`config.mk`:
```
export PLATFORM = sky130hd
export DESIGN_NAME = pulse_gen_mc_flat
export DESIGN_NICKNAME = d
export VERILOG_FILES = /design/src/rtl/pulse_gen_mc_if.sv /design/src/rtl/pulse_gen_mc.sv /design/src/flat_wrapper.sv
export SDC_FILE = /design/constraint.sdc
export NUM_CORES = 1
export LEC_CHECK = 0
export ABC_AREA = 0
export BUFFER_PORTS_ARGS = -buffer_cell sky130_fd_sc_hd__buf_4
export CAP_MARGIN = 20
export CORE_MARGIN = 1
export CORE_UTILIZATION = 40
export DETAILED_ROUTE_END_ITERATION = 10
export PLACE_DENSITY = 0.63
export SYNTH_ARGS = -nofsm -noshare
export SYNTH_HDL_FRONTEND = slang
export SYNTH_SLANG_ARGS = --single-unit
```
`constraint.sdc`:
```
create_clock -name clk -period 7.3 [get_ports clk]
set_input_delay 0.365 -clock clk [delete_from_list [all_inputs] [get_ports clk]]
set_output_delay 0.365 -clock clk [all_outputs]
set_load 0.005 [all_outputs]
```
`src/rtl/pulse_gen_mc_if.sv`:
```
// rtl/pulse_gen_mc_if.sv - control, configuration and pulse-output bundle of the pulse generator
//
// Purpose: groups every non-clock/non-reset signal of pulse_gen_mc.
//   master : stimulus side (drives control and configuration, observes outputs)
//   slave  : generator side (pulse_gen_mc)
// Signals:
//   clr          synchronous clear
//   ena          run enable; low pauses the frame counter
//   trig         start request for single-shot / burst modes (level)
//   mode         00 continuous, 01 single-shot, 10 burst, 11 continuous
//   period_cfg   frame length minus 1
//   burst_cfg    frames per burst (0 behaves as 1)
//   start_cfg    per-channel start offsets, channel i at [i*CNT_W +: CNT_W]
//   width_cfg    per-channel pulse widths, same packing
//   pulse        registered pulse outputs, one per channel
//   frame_start  one-cycle strobe for count==0 while running
//   busy         high while running
//   done         high once a single-shot / burst sequence has finished

interface pulse_gen_mc_if #(
    parameter int NCH     = 4,
    parameter int CNT_W   = 16,
    parameter int BURST_W = 8
);
    logic                   clr;
    logic                   ena;
    logic                   trig;
    logic [1:0]             mode;
    logic [CNT_W-1:0]       period_cfg;
    logic [BURST_W-1:0]     burst_cfg;
    logic [NCH*CNT_W-1:0]   start_cfg;
    logic [NCH*CNT_W-1:0]   width_cfg;
    logic [NCH-1:0]         pulse;
    logic                   frame_start;
    logic                   busy;
    logic                   done;

    modport master (
        output clr, ena, trig, mode, period_cfg, burst_cfg, start_cfg, width_cfg,
        input  pulse, frame_start, busy, done
    );

    modport slave (
        input  clr, ena, trig, mode, period_cfg, burst_cfg, start_cfg, width_cfg,
        output pulse, frame_start, busy, done
    );
endinterface

```
`src/rtl/pulse_gen_mc.sv`:
```
// rtl/pulse_gen_mc.sv - multi-channel programmable test-pulse generator on a shared frame counter
//
// Purpose: one frame counter (0..period) drives NCH pulse channels, each high
//   for count in [start, start+width). Continuous, single-shot and N-frame
//   burst run modes. Bring-up stimulus only.
// Ports:
//   clk   system clock
//   rst   asynchronous active-low reset
//   bus   pulse_gen_mc_if.slave: clr/ena/trig/mode + configuration in,
//         pulse/frame_start/busy/done out (all outputs registered)

module pulse_gen_mc #(
    parameter int NCH     = 4,
    parameter int CNT_W   = 16,
    parameter int BURST_W = 8
) (
    input  logic          clk,
    input  logic          rst,
    pulse_gen_mc_if.slave bus
);

    typedef enum logic [1:0] {
        ST_IDLE = 2'd0,
        ST_RUN  = 2'd1,
        ST_DONE = 2'd2
    } state_t;

    localparam logic [1:0] MODE_SINGLE = 2'b01;
    localparam logic [1:0] MODE_BURST  = 2'b10;

    state_t                 state;
    logic [CNT_W-1:0]       count;
    logic [BURST_W-1:0]     frame_cnt;

    // Shadow copies of the configuration; the live inputs only matter at
    // run entry and (for period/start/width) at each frame wrap.
    logic [1:0]             mode_sh;
    logic [CNT_W-1:0]       period_sh;
    logic [BURST_W-1:0]     burst_sh;
    logic [NCH*CNT_W-1:0]   start_sh;
    logic [NCH*CNT_W-1:0]   width_sh;

    logic [NCH-1:0]         pulse_q;
    logic                   frame_start_q;
    logic                   busy_q;
    logic                   done_q;

    logic                   needs_trig;
    logic                   enter_run;
    logic                   run_active;
    logic                   at_wrap;
    logic [BURST_W:0]       frames_done;
    logic [BURST_W:0]       burst_target;
    logic                   last_frame;
    logic [NCH-1:0]         in_window;

    assign needs_trig = (bus.mode == MODE_SINGLE) || (bus.mode == MODE_BURST);

    // From IDLE the live mode decides whether trig is needed; from DONE a
    // restart always needs trig.
    always_comb begin
        enter_run = 1'b0;
        case (state)
            ST_IDLE: enter_run = bus.ena && (!needs_trig || bus.trig);
            ST_DONE: enter_run = bus.ena && bus.trig;
            default: enter_run = 1'b0;
        endcase
    end

    assign run_active = (state == ST_RUN) && bus.ena;
    assign at_wrap    = (count == period_sh);

    // Frame count including the one finishing now; burst 0 behaves as 1.
    assign frames_done  = {1'b0, frame_cnt} + (BURST_W+1)'(1);
    assign burst_target = (burst_sh == '0) ? (BURST_W+1)'(1) : {1'b0, burst_sh};
    assign last_frame   = (mode_sh == MODE_SINGLE) ||
                          ((mode_sh == MODE_BURST) && (frames_done == burst_target));

    // Window compare one bit wider than the counter so start+width never
    // wraps; windows beyond period are cut off because count never gets there.
    for (genvar i = 0; i < NCH; i++) begin : g_ch
        logic [CNT_W:0] lo;
        logic [CNT_W:0] hi;
        assign lo           = {1'b0, start_sh[i*CNT_W +: CNT_W]};
        assign hi           = lo + {1'b0, width_sh[i*CNT_W +: CNT_W]};
        assign in_window[i] = ({1'b0, count} >= lo) && ({1'b0, count} < hi);
    end

    always_ff @(posedge clk or negedge rst) begin
        if (!rst) begin
            state         <= ST_IDLE;
            count         <= '0;
            frame_cnt     <= '0;
            mode_sh       <= '0;
            period_sh     <= '0;
            burst_sh      <= '0;
            start_sh      <= '0;
            width_sh      <= '0;
            pulse_q       <= '0;
            frame_start_q <= 1'b0;
            busy_q        <= 1'b0;
            done_q        <= 1'b0;
        end else if (bus.clr) begin
            state         <= ST_IDLE;
            count         <= '0;
            frame_cnt     <= '0;
            mode_sh       <= '0;
            period_sh     <= '0;
            burst_sh      <= '0;
            start_sh      <= '0;
            width_sh      <= '0;
            pulse_q       <= '0;
            frame_start_q <= 1'b0;
            busy_q        <= 1'b0;
            done_q        <= 1'b0;
        end else begin
            // Outputs reflect the count of the cycle just ending, so the
            // final frame's last pulse still appears in the first DONE cycle.
            pulse_q       <= run_active ? in_window : '0;
            frame_start_q <= run_active && (count == '0);

            if (enter_run) begin
                state     <= ST_RUN;
                mode_sh   <= bus.mode;
                period_sh <= bus.period_cfg;
                burst_sh  <= bus.burst_cfg;
                start_sh  <= bus.start_cfg;
                width_sh  <= bus.width_cfg;
                count     <= '0;
                frame_cnt <= '0;
                busy_q    <= 1'b1;
                done_q    <= 1'b0;
            end else if (run_active) begin
                if (at_wrap) begin
                    count     <= '0;
                    frame_cnt <= frame_cnt + BURST_W'(1);
                    // Mode and burst length stay fixed for the whole run.
                    period_sh <= bus.period_cfg;
                    start_sh  <= bus.start_cfg;
                    width_sh  <= bus.width_cfg;
                    if (last_frame) begin
                        state  <= ST_DONE;
                        busy_q <= 1'b0;
                        done_q <= 1'b1;
                    end
                end else begin
                    count <= count + CNT_W'(1);
                end
            end
        end
    end

    assign bus.pulse       = pulse_q;
    assign bus.frame_start = frame_start_q;
    assign bus.busy        = busy_q;
    assign bus.done        = done_q;

endmodule

```
`src/flat_wrapper.sv`:
```
// flat-port wrapper written by rule: the top's interface ports become plain ports
module pulse_gen_mc_flat 
#(
    parameter int NCH     = 4,
    parameter int CNT_W   = 16,
    parameter int BURST_W = 8
)
  (clk, rst, bus_clr, bus_ena, bus_trig, bus_mode, bus_period_cfg, bus_burst_cfg, bus_start_cfg, bus_width_cfg, bus_pulse, bus_frame_start, bus_busy, bus_done);
  pulse_gen_mc_if #(.NCH(NCH), .CNT_W(CNT_W), .BURST_W(BURST_W)) bus_i ();
  input  logic clk;
  input  logic rst;
  input wire logic [$bits(bus_i.clr)-1:0] bus_clr;
  input wire logic [$bits(bus_i.ena)-1:0] bus_ena;
  input wire logic [$bits(bus_i.trig)-1:0] bus_trig;
  input wire logic [$bits(bus_i.mode)-1:0] bus_mode;
  input wire logic [$bits(bus_i.period_cfg)-1:0] bus_period_cfg;
  input wire logic [$bits(bus_i.burst_cfg)-1:0] bus_burst_cfg;
  input wire logic [$bits(bus_i.start_cfg)-1:0] bus_start_cfg;
  input wire logic [$bits(bus_i.width_cfg)-1:0] bus_width_cfg;
  output wire logic [$bits(bus_i.pulse)-1:0] bus_pulse;
  output wire logic [$bits(bus_i.frame_start)-1:0] bus_frame_start;
  output wire logic [$bits(bus_i.busy)-1:0] bus_busy;
  output wire logic [$bits(bus_i.done)-1:0] bus_done;
  assign bus_i.clr = bus_clr;
  assign bus_i.ena = bus_ena;
  assign bus_i.trig = bus_trig;
  assign bus_i.mode = bus_mode;
  assign bus_i.period_cfg = bus_period_cfg;
  assign bus_i.burst_cfg = bus_burst_cfg;
  assign bus_i.start_cfg = bus_start_cfg;
  assign bus_i.width_cfg = bus_width_cfg;
  assign bus_pulse = bus_i.pulse;
  assign bus_frame_start = bus_i.frame_start;
  assign bus_busy = bus_i.busy;
  assign bus_done = bus_i.done;
  pulse_gen_mc #(.NCH(NCH), .CNT_W(CNT_W), .BURST_W(BURST_W)) u_core (.clk(clk), .rst(rst), .bus(bus_i));
endmodule
```
### After elaboration in Yosys (flattened, before gate mapping)

Index checks and enable logic that the tools add are counted.
W data, S select, Z words.

| operators by class | value |
|---|---|
| $add $sub $neg | 7 |
| $lt $le $gt $ge | 8 |
| equal/unequal tests | 8 |
| mux-type cells | 44 |
| reduce and logical (&&, ||, !) cells | 22 |

Operators with widths:

| operator | number |
|---|---|
| $mux W64 | 8 |
| $mux W16 | 8 |
| $add A16 B16 Y17 | 4 |
| $lt A16 B17 Y1 | 4 |
| $ge A16 B16 Y1 | 4 |
| $mux W8 | 7 |
| $add A16 B1 Y16 const B | 1 |
| $eq A16 B16 Y1 | 1 |
| $logic_not A16 Y1 | 1 |
| $mux W2 | 7 |
| $mux W1 | 11 |
| $add A8 B1 Y9 const B | 1 |
| $eq A9 B9 Y1 | 1 |
| $logic_and A1 B1 Y1 | 9 |
| $reduce_bool A3 Y1 | 3 |
| $add A8 B1 Y8 const B | 1 |
| $logic_not A8 Y1 | 1 |
| $mux W4 | 2 |
| $eq A2 B1 Y1 const B | 3 |
| $eq A2 B2 Y1 const B | 3 |
| $logic_or A1 B1 Y1 | 3 |
| $reduce_and A3 Y1 | 1 |
| $logic_not A2 Y1 | 1 |
| $pmux W1 S2 | 1 |
| other kinds (3) | 3 |

| storage, ports and cells | value |
|---|---|
| bits in registers | 187 |
| input port bits | 159 |
| output and inout bits | 7 |
| logic and storage cells | 101 |

### Depth between registers and ports, before layout

Gate-level depths: netlist of run 1.

| logic depth | value |
|---|---|
| word-level depth | 10 |
| mapped depth | 17 |

### Worst setup path after synthesis of run 1

No wires, ideal clock.

| path | value |
|---|---|
| path kind | register -> register |
| from | reg u_core.start_sh[0] |
| to | reg u_core.pulse_q[0] (netlist: u_core.bus.pulse[0]) |
| library setup time | 0.101 ns |
| arrival | 3.274 ns |
| setup slack | 3.925 ns |
| cell stages (with the launch flop) | 17 |
| path buffers | 0 |
| cell sequence | dfrtp_1 > ha_1 > fa_1 > a211o_1 > a21oi_1 > o21ai_0 > a221o_1 > o221a_2 > nor2_1 > xor2_1 > ha_1 > a2111oi_0 > o21a_1 > o21ai_0 > a21oi_1 > a211oi_1 > nor4_1 |

| between the ends | value |
|---|---|
| longest elaborated chain between the ends | 5 |
| elaborated cells on any way between the ends | 6 |
| classes of those cells | add/sub (1); order compare (2); mux (2); reduce/logical (1) |

RTL lines:

| item | RTL line | text |
|---|---|---|
| from (decl) | pulse_gen_mc.sv:40 | `logic [NCH*CNT_W-1:0] start_sh;` |
| from (signal assigned) | pulse_gen_mc.sv:127 | `start_sh <= bus.start_cfg;` |
| from (signal assigned) | pulse_gen_mc.sv:139 | `start_sh <= bus.start_cfg;` |
| $add A16 B16 Y17 | pulse_gen_mc.sv:85 | `assign hi = lo + {1'b0, width_sh[i*CNT_W +: CNT_W]};` |
| $lt A16 B17 Y1 | pulse_gen_mc.sv:86 | `assign in_window[i] = ({1'b0, count} >= lo) && ({1'b0, count} < hi);` |
| $logic_and A1 B1 Y1 * | pulse_gen_mc.sv:86 |  |
| $mux W4 * | pulse_gen_mc.sv:119 | `pulse_q <= run_active ? in_window : '0;` |
| $mux W4 * | pulse_gen_mc.sv:103 | `end else if (bus.clr) begin` |
| to (signal assigned) | pulse_gen_mc.sv:119 |  |
| to (decl) | pulse_gen_mc.sv:43 | `logic [NCH-1:0] pulse_q;` |

Every way passes the cells marked *; elsewhere a longest branch is shown, timed or not.
A chain may end at the register's enable or synchronous reset.

### Final worst setup path of run 1

| path | value |
|---|---|
| from | reg u_core.width_sh[0] |
| to | reg u_core.pulse_q[0] (netlist: u_core.bus.pulse[0]) |

| between the ends | value |
|---|---|
| longest elaborated chain between the ends | 5 |

RTL lines:

| item | RTL line | text |
|---|---|---|
| from (decl) | pulse_gen_mc.sv:41 | `logic [NCH*CNT_W-1:0] width_sh;` |
| from (signal assigned) | pulse_gen_mc.sv:128 | `width_sh <= bus.width_cfg;` |
| from (signal assigned) | pulse_gen_mc.sv:140 | `width_sh <= bus.width_cfg;` |
| $add A16 B16 Y17 | pulse_gen_mc.sv:85 |  |
| $lt A16 B17 Y1 | pulse_gen_mc.sv:86 |  |
| $logic_and A1 B1 Y1 | pulse_gen_mc.sv:86 |  |
| $mux W4 | pulse_gen_mc.sv:119 |  |
| $mux W4 | pulse_gen_mc.sv:103 |  |

No other way between the ends.

==> impl_metrics.py, run 1 <==
metrics = {
    "outcome": {
        "outcome": "complete, no violations",
    },
    "floorplan": {
        "die-width_um": 187.0,
        "core-area_um2": 33620,
        "die_height_um": 187.0,
        "die_area_um2": 34970,
        "num_rows": 67,
        "floorplan.initialDensity_pct": 40.72,
        "i_o_pin_cnt": 166,
    },
    "detailed_routing": {
        "detailroute.via_count": 11376,
        "wl_per_cell_um": 16.77,
        "post-route-drc-count": 0,
        "detailedRoute.firstIterationViolations": 544,
        "route.antenna.remaining_nets": 0,
        "first_pass_iters": 6,
        "via_per_inst": 5.379,
        "wl_um": 35470,
    },
    "global_routing": {
        "maximum_number_of_pins_on_one_net_before_global_route_repair": 215,
        "number_of_global_route_vias_before_repair": 11591,
        "grt.overflow.total": 0,
        "grt.total_usage_pct": 20.74,
        "global_route_wire_length_before_repair_um": 58570,
        "grt_antenna_before_repair": 0,
    },
    "sta": {
        "maxClockFrequency_ghz": 0.2563,
        "post-route-min-period_ns": 3.901,
        "worst_slew_margin_relative_to_its_limit_pct": 36.40,
        "slew_viol_final": 0,
        "hold_viol_final": 0,
        "final.setup_skew_ns": 0.02186,
        "max_slew.worst_pin.slew_ns": 0.9539,
        "grt_setup_unrepaired": "no",
        "post-route-period-util_pct": 53.44,
        "setup_viol": 0,
        "setup_total_negative_slack_ns": 0,
    },
    "cts": {
        "cts_num_sinks": 185,
        "root_buffer_cell": "sky130_fd_sc_hd__clkbuf_16",
        "cts.repair_timing.setup_buffer_count": 0,
        "cts-buffers-inserted": 17,
        "post_cts_resize_count": 0,
        "largest_buffer_count_on_any_clock_path": 2,
        "worst_skew_pair.late_latency_ns": 0.45,
        "cts-htree-levels": 4,
        "clk_pin_slew_ns": 0.08,
        "tritoncts": "done",
        "cts-hold-fix-buffers": 0,
    },
    "finish": {
        "n_fill_cell": 3234,
        "antenna_cells": 0,
        "area.growth.synth_to_final_pct": 16.17,
        "drive_gt1_share_pct": 13.86,
        "multiInputGateArea_um2": 8497,
        "sequential_cell_area_um2": 4629,
        "layout.cells.non_filler": 2115,
        "final_nets": 2008,
    },
    "synthesis": {
        "yosys_most_used_dff": "sky130_fd_sc_hd__dfrtp_1",
        "post_synthesis_cell_type_count": 73,
        "ys_async_sr_fraction_pct": 100.0,
        "post_synth.cell_area_avg_um2": 9.030,
        "synthesis.yosys.warnings": 0,
        "synth.top_cell.area_share_pct": 33.82,
        "synthTopCellsByArea": "sky130_fd_sc_hd__dfrtp_1, sky130_fd_sc_hd__ha_1, sky130_fd_sc_hd__nand3b_1",
        "ys_seq_area_share_pct": 33.82,
        "syn-instance-count": 1516,
        "synth-seq-cells": 185,
        "mappedNetlistArea_um2": 13690,
        "postSynthNetCount": 1870,
        "synth-edff-count": 0,
        "post_synth_top_area_cell": "sky130_fd_sc_hd__dfrtp_1",
    },
    "setup_path": {
        "r2r_cells": 16,
        "critical_path.startpoint_type": "flip-flop",
        "critical_path.reg2reg.startpoint": "u_core.width_sh[0]$_DFFE_PN0P_",
        "critPathMaxFanout": 3,
        "cp.required_ns": 7.65,
        "r2r_slack_ns": 3.40,
        "timing.critical_path.to_type": "flip-flop",
        "reg2reg_to": "u_core.bus.pulse[0]$_DFF_PN0_",
        "criticalPathCategory": "flip-flop to flip-flop",
        "worst-endpoint-arrival_ns": 4.25,
    },
    "placement": {
        "detailed_placement_hpwl_um": 25530,
        "place.detailed.instances": 2082,
        "place.gp.congestion": 0.8233,
        "placement.io_buffers": 165,
    },
    "pwr": {
        "power.leakage_uw": 0.008076,
        "worst_ir_drop_vdd_uv": 167.9,
        "power.density_cell_area_nw_per_um2": 270.7,
    },
    "job": {
        "drv_cap": 0,
    },
    "worst_hold_path": {
        "holdCritPathClass": "input pin to asynchronous set/reset pin",
    },
}
## layout by cell type (no fill, tap or decap), types with 4 or more instances in the layout
| cell type | count |
|---|---|
| sky130_fd_sc_hd__inv_6 | 6 |
| sky130_fd_sc_hd__ha_1 | 191 |
| sky130_fd_sc_hd__nand3b_1 | 147 |
| sky130_fd_sc_hd__xnor2_1 | 27 |
| sky130_fd_sc_hd__xor2_1 | 55 |
| sky130_fd_sc_hd__or3_1 | 6 |
| sky130_fd_sc_hd__mux2i_1 | 11 |
| sky130_fd_sc_hd__and3_1 | 14 |
| sky130_fd_sc_hd__o2111ai_1 | 6 |
| sky130_fd_sc_hd__nand4_1 | 11 |
| sky130_fd_sc_hd__a22o_1 | 5 |
| sky130_fd_sc_hd__or4_1 | 4 |
| sky130_fd_sc_hd__o31ai_1 | 8 |
| sky130_fd_sc_hd__o211ai_1 | 6 |
| sky130_fd_sc_hd__nand2_1 | 210 |
| sky130_fd_sc_hd__a21oi_1 | 78 |
| sky130_fd_sc_hd__a2111oi_0 | 4 |
| sky130_fd_sc_hd__a31oi_1 | 8 |
| sky130_fd_sc_hd__clkbuf_16 | 17 |
| sky130_fd_sc_hd__buf_4 | 174 |
| sky130_fd_sc_hd__inv_1 | 78 |
| sky130_fd_sc_hd__dfrtp_1 | 185 |
| sky130_fd_sc_hd__o22ai_1 | 4 |
| sky130_fd_sc_hd__nor4_1 | 14 |
| sky130_fd_sc_hd__a211o_1 | 4 |
| sky130_fd_sc_hd__nor3_1 | 18 |
| sky130_fd_sc_hd__a211oi_1 | 13 |
| sky130_fd_sc_hd__o21ai_0 | 125 |
| sky130_fd_sc_hd__o21a_1 | 19 |
| sky130_fd_sc_hd__fa_1 | 4 |
| sky130_fd_sc_hd__nand3_1 | 23 |
| sky130_fd_sc_hd__nor2b_1 | 15 |
| sky130_fd_sc_hd__nand2b_1 | 20 |
| sky130_fd_sc_hd__o21bai_1 | 8 |
| sky130_fd_sc_hd__a21o_1 | 36 |
| sky130_fd_sc_hd__nor2_1 | 57 |
## layer usage
| metal | share of wire [%] | vias up | GRT usage, % |
|---|---|---|---|
| met3 | 3.7 | 52 | 3.302 |
| met1 | 47 | 5405 | 27.21 |
| li1 | - | 5678 | - |
| met4 | 2.4 | 0 | 6.999 |
| met2 | 47 | 241 | 34.72 |
| met5 | 0 | - | 0 |
## Yosys cell counts, types with 20 or more instances
library cell	number
sky130_fd_sc_hd__nand2_1	210
sky130_fd_sc_hd__ha_1	191
sky130_fd_sc_hd__dfrtp_1	185
sky130_fd_sc_hd__nand3b_1	147
sky130_fd_sc_hd__o21ai_0	125
sky130_fd_sc_hd__a21oi_1	78
sky130_fd_sc_hd__inv_1	78
sky130_fd_sc_hd__nor2_1	57
sky130_fd_sc_hd__xor2_1	55
sky130_fd_sc_hd__a21o_1	36
sky130_fd_sc_hd__clkbuf_1	32
sky130_fd_sc_hd__xnor2_1	27
sky130_fd_sc_hd__nand3_1	23
sky130_fd_sc_hd__nand2b_1	20
## sequential cells by signal (all words and copies together), names as in the netlist
register,count
u_core.bus.pulse,4
u_core.start_sh,64
u_core.mode_sh,2
u_core.burst_sh,8
u_core.bus.frame_start,1
u_core.bus.done,1
u_core.period_sh,16
u_core.state,1
u_core.frame_cnt,8
u_core.count,16
u_core.width_sh,64
## kinds of logic after synthesis
family                   synth area share (%)
AND/OR/NAND/NOR                         21.95
AO/OA/AOI/OAI                           15.89
adder cells (fa/ha/maj)                 18.04
flip-flops                              33.82
buffers and inverters                   4.168
XOR/XNOR                                5.246
multiplexers                           0.8866
## where the power goes
part / switching, uW / internal [uW]
combinational: 1110 / 830
sequential: 188 / 1260
clock: 456 / 460
## worst max path at each step
stage	cells after the start	to	start	slack, ns
final	16	u_core.bus.pulse[0]$_DFF_PN0_	u_core.width_sh[0]$_DFFE_PN0P_	3.40
after global routing	16	u_core.bus.pulse[0]$_DFF_PN0_	u_core.start_sh[0]$_DFFE_PN0P_	3.06
after CTS	16	u_core.bus.pulse[0]$_DFF_PN0_	u_core.width_sh[0]$_DFFE_PN0P_	3.45
after detailed placement	16	u_core.bus.pulse[0]$_DFF_PN0_	u_core.width_sh[0]$_DFFE_PN0P_	3.47
after global placement	16	u_core.bus.pulse[0]$_DFF_PN0_	u_core.start_sh[0]$_DFFE_PN0P_	3.60
after floorplan	16	u_core.bus.pulse[0]$_DFF_PN0_	u_core.start_sh[0]$_DFFE_PN0P_	3.92
## critical path: stages, from the launching register on
cell and delay [ns]:
sky130_fd_sc_hd__dfrtp_1 0.39, sky130_fd_sc_hd__ha_1 0.24, sky130_fd_sc_hd__fa_1 0.43, sky130_fd_sc_hd__a211o_1 0.28
sky130_fd_sc_hd__a21oi_1 0.17, sky130_fd_sc_hd__o21ai_0 0.16, sky130_fd_sc_hd__a221o_1 0.37, sky130_fd_sc_hd__o221a_2 0.24
sky130_fd_sc_hd__nor2_1 0.12, sky130_fd_sc_hd__xor2_1 0.08, sky130_fd_sc_hd__ha_1 0.20, sky130_fd_sc_hd__a2111oi_0 0.49
sky130_fd_sc_hd__o21a_1 0.19, sky130_fd_sc_hd__o21ai_0 0.07, sky130_fd_sc_hd__a21oi_1 0.12, sky130_fd_sc_hd__a211oi_1 0.06
sky130_fd_sc_hd__nor4_1 0.17
## layout make-up
class	count	share of cell area (%)
repair buffers	177	8.552
well taps	448	3.525
clock buffers	18	2.762
inverters	78	1.841
flip-flops and latches	185	29.11
clock inverters	14	0.7789
multi-input cells	1195	53.43
## through the flow
step	area [um2]	total power [uW]	worst slack, ns	hold WS, ns	util (%)
3_5_place_dp	15320	3404	3.470	0.4636	45.57
3_3_place_gp	15320	3328	3.595	0.4559	45.57
4_1_cts	15880	4338	3.450	0.08386	47.25
6_report	15900	4306	3.399	0.05086	47.31
2_1_floorplan	13690	2888	3.925	0.06941	-
5_1_grt	15900	4678	3.058	0.1258	47.31
(Power assumes the default switching activity.)
==> run 2, diff against run 1 <==
==> constraint.sdc (replaced) <==
create_clock -name clk -period 3.8 [get_ports clk]
set_input_delay 0.19 -clock clk [delete_from_list [all_inputs] [get_ports clk]]
set_output_delay 0.19 -clock clk [all_outputs]
set_load 0.005 [all_outputs]
==> run 2 against run 1 <==
Against the previous run:
- the run now ends with hold timing left
- count of clock-buffer cells in the layout stayed put
- register-to-register slack worse by 3.3 ns
- fmax is 6.0% higher
- critical endpoint unchanged
==> impl_metrics.py, run 2 (synthesis results as in run 1) <==
metrics = {
    "floorplan": {
        "die_area_um2": 34970,
        "i_o_pin_cnt": 166,
        "die-width_um": 187.0,
        "core-area_um2": 33620,
        "die_height_um": 187.0,
        "floorplan.initialDensity_pct": 40.72,
        "num_rows": 67,
    },
    "detailed_routing": {
        "wl_um": 36960,
        "route.antenna.remaining_nets": 0,
        "first_pass_iters": 5,
        "wl_per_cell_um": 16.58,
        "post-route-drc-count": 0,
        "detailroute.via_count": 11865,
        "detailedRoute.firstIterationViolations": 548,
        "via_per_inst": 5.323,
    },
    "setup_path": {
        "timing.critical_path.to_type": "flip-flop",
        "cp.required_ns": 4.13,
        "critical_path.reg2reg.startpoint": "u_core.start_sh[0]$_DFFE_PN0P_",
        "maximum_cell_stage_delay_along_the_critical_path_ns": 0.41,
        "worst-path-buf-inv": 0,
        "critical_path.startpoint_type": "flip-flop",
        "r2r_cells": 16,
        "crit_family": "compound AO/OA/AOI/OAI gates",
        "worst-endpoint-arrival_ns": 4.01,
        "worstPathCellList": "ha_2 -> fa_2 -> a211o_1 -> a21oi_2 -> o21ai_1 -> a221o_1 -> o221a_2 -> nor2_1 -> xor2_1 -> ha_1 -> a2111oi_2 -> o21a_1 -> o21ai_0 -> a21oi_1 -> a211oi_1 -> nor4_1",
        "critPathMaxFanout": 3,
        "criticalPathCategory": "flip-flop to flip-flop",
        "cp-endpoint": "u_core.bus.pulse[0]$_DFF_PN0_",
        "reg2reg_to": "u_core.bus.pulse[0]$_DFF_PN0_",
        "critical_path.startpoint": "u_core.start_sh[0]$_DFFE_PN0P_",
        "r2r_slack_ns": 0.12,
        "critical_path.slowest_cell": "sky130_fd_sc_hd__dfrtp_1",
        "crit_cells": 16,
    },
    "global_routing": {
        "global_route_wire_length_before_repair_um": 60650,
        "grt.total_usage_pct": 21.42,
        "maximum_number_of_pins_on_one_net_before_global_route_repair": 121,
        "grt_antenna_before_repair": 0,
        "grt.overflow.total": 0,
        "number_of_global_route_vias_before_repair": 12041,
    },
    "sta": {
        "slew_viol_final": 0,
        "worst_slew_margin_relative_to_its_limit_pct": 44.83,
        "maxClockFrequency_ghz": 0.2717,
        "final.setup_skew_ns": 0.01555,
        "holdWs_ns": -0.002727,
        "post-route-period-util_pct": 96.86,
        "grt_setup_unrepaired": "yes",
        "hold_viol_final": 1,
        "max_slew.worst_pin.slew_ns": 0.8276,
        "post-route-min-period_ns": 3.681,
        "setup_viol": 0,
    },
    "finish": {
        "stdcell_area_um2": 17090,
        "sequential_cell_area_um2": 4629,
        "area.growth.synth_to_final_pct": 24.85,
        "drive_gt1_share_pct": 13.98,
        "antenna_cells": 0,
        "n_fill_cell": 3133,
        "final_nets": 2122,
        "biggestRegsByFlops": "u_core.start_sh x64, u_core.width_sh x64",
        "final_util_pct": 50.84,
        "multiInputGateArea_um2": 8523,
        "mostFrequentLayoutCell": "sky130_fd_sc_hd__nand2_1",
        "mostFrequentLayoutCells": "sky130_fd_sc_hd__nand2_1, sky130_fd_sc_hd__ha_1, sky130_fd_sc_hd__dfrtp_1",
    },
    "pwr": {
        "netSwitchingFraction_pct": 40.37,
        "netSwitchingPower_uw": 3425,
        "seq_power_share_pct": 32.6,
        "power.clock.fraction_pct": 21.7,
        "comb_power_share_pct": 45.7,
        "power.leakage_uw": 0.008582,
        "worst_ir_drop_vdd_uv": 333.1,
        "p_int_uw": 5060,
        "power.density_cell_area_nw_per_um2": 496.5,
    },
    "cts": {
        "cts.repair_timing.setup_buffer_count": 0,
        "cts-htree-levels": 4,
        "cts_num_sinks": 185,
        "clk_pin_slew_ns": 0.08,
        "worst_skew_pair.late_latency_ns": 0.45,
        "root_buffer_cell": "sky130_fd_sc_hd__clkbuf_16",
        "largest_buffer_count_on_any_clock_path": 2,
        "cts-buffers-inserted": 17,
        "tritoncts": "done",
    },
    "placement": {
        "place.gp.congestion": 0.8691,
        "placedInstanceArea_um2": 15450,
        "detailed_placement_hpwl_um": 26200,
        "placement.io_buffers": 165,
    },
    "outcome": {
        "failing_checks": "hold timing",
        "outcome": "finished with violations",
    },
    "worst_hold_path": {
        "holdCritPathClass": "input pin to flip-flop",
        "hold_path.startpoint": "bus_burst_cfg[0]",
    },
    "job": {
        "drv_cap": 0,
    },
}
-- run 2: per-stage QoR --
stage	cells	setup WS [ns]	hold WS [ns]	power (uW)	setup TNS, ns
floorplan	1516	0.4250	-0.1056	5548	0
global placement	2095	0.1233	0.2499	6441	0
detailed placement	2095	0.04484	0.2503	6579	0
CTS	2229	0.02883	0.0001401	8538	0
global route	2229	-0.06193	0.0009200	9212	-0.06193
finish	2229	0.1192	-0.002727	8486	0
-- run 2: final cells by class --
cell class	instances	share of cell area, %
repair buffers	291	14.60
clock buffers	18	2.570
clock inverters	14	0.8785
flip-flops and latches	185	27.09
multi-input cells	1195	49.87
inverters	78	1.713
well taps	448	3.280
-- run 2: worst register-to-register path, cell delays in order, from the launching register on --
cell and delay, ns:
sky130_fd_sc_hd__dfrtp_1 0.41, sky130_fd_sc_hd__ha_2 0.21, sky130_fd_sc_hd__fa_2 0.37, sky130_fd_sc_hd__a211o_1 0.29, sky130_fd_sc_hd__a21oi_2 0.15, sky130_fd_sc_hd__o21ai_1 0.11, sky130_fd_sc_hd__a221o_1 0.36, sky130_fd_sc_hd__o221a_2 0.24
sky130_fd_sc_hd__nor2_1 0.11, sky130_fd_sc_hd__xor2_1 0.08, sky130_fd_sc_hd__ha_1 0.22, sky130_fd_sc_hd__a2111oi_2 0.31, sky130_fd_sc_hd__o21a_1 0.16, sky130_fd_sc_hd__o21ai_0 0.07, sky130_fd_sc_hd__a21oi_1 0.14, sky130_fd_sc_hd__a211oi_1 0.07
sky130_fd_sc_hd__nor4_1 0.27
-- run 2: worst min-delay path by stage --
stage,slack (ns),to,cells past startpoint
after floorplan,-0.11,u_core.burst_sh[0]$_DFFE_PN0N_,0
after global placement,0.25,u_core.start_sh[28]$_DFFE_PN0P_,1
after detailed placement,0.25,u_core.start_sh[28]$_DFFE_PN0P_,1
after CTS,0.0001,u_core.start_sh[56]$_DFFE_PN0P_,3
after global routing,0.0009,u_core.start_sh[15]$_DFFE_PN0P_,3
final,-0.003,u_core.burst_sh[0]$_DFFE_PN0N_,3
-- run 2: power by group through the flow --
| stage | clock (uW) | combinational, uW | sequential (uW) |
|---|---|---|---|
| 6_report | 1840 | 3880 | 2770 |
| 4_1_cts | 1880 | 3890 | 2770 |
| 3_5_place_dp | 0 | 3780 | 2800 |
| 3_3_place_gp | 0 | 3660 | 2790 |
| 2_1_floorplan | 0 | 2860 | 2690 |
| 5_1_grt | 1950 | 4430 | 2830 |
-- run 2: what timing repair did --
item / 4_1_cts / 5_1_grt
resized for setup: 1 / 7
cloned: 0 / 0
hold endpoints to repair: 173 / 0
hold buffers: 102 / 0
setup endpoints to repair: 1 / 2
pin swaps: 0 / 1
-- run 2: metal layers --
metal	track usage (%)	vias up	share of wire, %
li1	-	5900	-
met1	28.09	5689	46
met2	37.16	238	49
met3	2.946	38	3.7
met4	5.139	0	1.5
met5	0	-	0
==> run 3, diff against run 2 <==
--- a/config.mk
+++ b/config.mk
@@ -9,9 +9,9 @@
 export BUFFER_PORTS_ARGS = -buffer_cell sky130_fd_sc_hd__buf_4
 export CAP_MARGIN = 20
 export CORE_MARGIN = 1
-export CORE_UTILIZATION = 40
+export CORE_UTILIZATION = 60
 export DETAILED_ROUTE_END_ITERATION = 10
-export PLACE_DENSITY = 0.63
+export PLACE_DENSITY = 0.87
 export SYNTH_ARGS = -nofsm -noshare
 export SYNTH_HDL_FRONTEND = slang
 export SYNTH_SLANG_ARGS = --single-unit
==> constraint.sdc (replaced) <==
create_clock -name clk -period 3.6 [get_ports clk]
set_input_delay 0.18 -clock clk [delete_from_list [all_inputs] [get_ports clk]]
set_output_delay 0.18 -clock clk [all_outputs]
set_load 0.005 [all_outputs]
==> run 3 against run 2 <==
Against the previous run:
- the flow still finishes with violations (hold timing)
- worst hold slack worse by 0.0034 ns
- sequential share of layout area increased by 0.38 points
- critical path depth did not move
- critical endpoint unchanged
==> impl_metrics.py, run 3 (synthesis results as in run 1) <==
metrics = {
    "global_routing": {
        "global_route_wire_length_before_repair_um": 61710,
        "number_of_global_route_vias_before_repair": 12670,
        "grt_antenna_before_repair": 0,
        "grt.overflow.total": 0,
        "maximum_number_of_pins_on_one_net_before_global_route_repair": 118,
        "grt.total_usage_pct": 32.78,
    },
    "setup_path": {
        "crit_family": "compound AO/OA/AOI/OAI gates",
        "worst-path-buf-inv": 1,
        "timing.critical_path.to_type": "flip-flop",
        "crit_cells": 16,
        "criticalPathCategory": "flip-flop to flip-flop",
        "worst-endpoint-arrival_ns": 3.80,
        "worstPathCellList": "ha_2 -> fa_2 -> a211o_1 -> a21oi_2 -> o21ai_1 -> a221o_1 -> buf_4 -> nor2_1 -> xor2_1 -> ha_1 -> a2111oi_4 -> o21a_1 -> o21ai_0 -> a21oi_1 -> a211oi_1 -> nor4_1",
        "critPathMaxFanout": 3,
        "cp.required_ns": 3.93,
        "maximum_cell_stage_delay_along_the_critical_path_ns": 0.39,
        "critical_path.slowest_cell": "sky130_fd_sc_hd__dfrtp_1",
        "critical_path.startpoint_type": "flip-flop",
        "r2r_cells": 16,
    },
    "pwr": {
        "worst_ir_drop_vdd_uv": 292.4,
        "power.density_cell_area_nw_per_um2": 540.2,
        "power.leakage_uw": 0.008552,
    },
    "floorplan": {
        "core-area_um2": 22090,
        "i_o_pin_cnt": 166,
        "num_rows": 54,
        "die_area_um2": 23420,
        "die_height_um": 153.1,
        "die-width_um": 153.1,
        "floorplan.initialDensity_pct": 61.96,
    },
    "detailed_routing": {
        "wl_met1_um": 15600,
        "detailroute.wirelength.met2_um": 18430,
        "route.antenna.remaining_nets": 0,
        "route.top_layer_used": "met4",
        "wl_um": 37760,
        "via_per_inst": 6.114,
        "first_pass_iters": 6,
        "met3RoutedLength_um": 2243,
        "detailedRoute.firstIterationViolations": 911,
        "wl_per_cell_um": 18.40,
        "post-route-drc-count": 0,
        "detailroute.via_count": 12545,
    },
    "cts": {
        "clk_pin_slew_ns": 0.08,
        "cts-htree-levels": 4,
        "cts-buffers-inserted": 17,
        "largest_buffer_count_on_any_clock_path": 2,
        "root_buffer_cell": "sky130_fd_sc_hd__clkbuf_16",
        "cts_num_sinks": 185,
        "worst_skew_pair.late_latency_ns": 0.44,
        "tritoncts": "done",
    },
    "sta": {
        "final.setup_skew_ns": 0.01212,
        "max_slew.worst_pin.slew_ns": 0.7034,
        "holdWs_ns": -0.006165,
        "hold_viol_final": 6,
        "post-route-period-util_pct": 96.36,
        "maxClockFrequency_ghz": 0.2883,
        "setup_total_negative_slack_ns": 0,
        "slew_viol_final": 0,
        "worst_slew_margin_relative_to_its_limit_pct": 53.11,
        "post-route-min-period_ns": 3.469,
        "setup_viol": 0,
    },
    "finish": {
        "sequential_cell_area_um2": 4629,
        "biggestRegsByFlops": "u_core.start_sh x64, u_core.width_sh x64",
        "area.growth.synth_to_final_pct": 23.13,
        "final_util_pct": 76.29,
        "final_nets": 2113,
        "mostFrequentLayoutCell": "sky130_fd_sc_hd__nand2_1",
        "multiInputGateArea_um2": 8606,
        "n_fill_cell": 1500,
        "mostFrequentLayoutCells": "sky130_fd_sc_hd__nand2_1, sky130_fd_sc_hd__buf_4, sky130_fd_sc_hd__ha_1",
        "antenna_cells": 0,
        "drive_gt1_share_pct": 15.07,
        "stdcell_area_um2": 16860,
    },
    "outcome": {
        "outcome": "finished with violations",
        "failing_checks": "hold timing",
    },
    "placement": {
        "place.gp.congestion": 0.8795,
        "placedInstanceArea_um2": 15240,
        "placement.io_buffers": 165,
        "detailed_placement_hpwl_um": 25640,
    },
    "worst_hold_path": {
        "holdCritPathClass": "input pin to flip-flop",
        "timing.hold.worst_path_depth": 3,
    },
    "job": {
        "drv_cap": 0,
    },
}
[run 3: changes by cell type in the layout (fill, tap and decap cells not counted), sizes merged]
cell / before / now
clkbuf: 19 / 17
dlygate4sd3: 102 / 89
buf: 188 / 193
clkinv: 1 / 7
inv: 87 / 84
clkinvlp: 3 / 1
[run 3: path summary, 6_finish.rpt]
| check | startpoint | to | slack, ns |
|---|---|---|---|
| setup / recovery | u_core.width_sh[0]$_DFFE_PN0P_ | u_core.bus.pulse[0]$_DFF_PN0_ | 0.13 |
| hold / removal | bus_start_cfg[27] | u_core.start_sh[27]$_DFFE_PN0P_ | -0.006 |
| setup reg to reg | u_core.width_sh[0]$_DFFE_PN0P_ | u_core.bus.pulse[0]$_DFF_PN0_ | 0.13 |
| hold reg to reg | u_core.width_sh[9]$_DFFE_PN0P_ | u_core.width_sh[9]$_DFFE_PN0P_ | 0.48 |
| max in group asynchronous | rst | u_core.start_sh[38]$_DFFE_PN0P_ | 2.23 |
| min in group asynchronous | rst | u_core.width_sh[28]$_DFFE_PN0P_ | 0.32 |
[run 3: timing repair]
action	CTS	global route
gates resized for setup	4	22
setup endpoints to repair	2	4
hold endpoints to repair	153	1
hold buffers	88	1
pin swaps	0	7
setup buffers	0	1
[run 3: area by class of cell]
type                    instances  share of cell area, %
well taps                     280                  2.078
clock buffers                  17                  2.524
repair buffers                282                  14.20
inverters                      78                  1.737
multi-input cells            1195                  51.05
clock inverters                15                 0.9427
flip-flops and latches        185                  27.46
[run 3: power by group]
group          switching, uW  internal [uW]
Sequential               379           2550
Clock                    926            983
Combinational           2440           1830
[run 3: routing by layer]
layer  vias up  global-route usage, %
met4         0                  14.72
met1      5994                  41.15
met2       533                  55.49
met5         -                      0
li1       5895                      -
met3       123                  5.444
[run 3: stage by stage]
step                worst slack (ns)  cells  power (uW)
floorplan                     0.2250   1516        5856
global placement            -0.07336   1929        6699
detailed placement           -0.1350   1929        6934
CTS                          0.05038   2049        8959
global route                -0.04398   2052        9757
finish                        0.1312   2052        9106
[run 3: worst reg2reg max path, delay by kind of cell, from the launching register on]
| family | cells | cell delay [ns] |
|---|---|---|
| xor gates and xnor gates | 1 | 0.08 |
| DFF | 1 | 0.39 |
| buffers and inverters | 1 | 0.15 |
| and+or+nand+nor | 2 | 0.26 |
| AOI/OAI and AO/OA | 9 | 1.68 |
| adders and majority gates | 3 | 0.81 |
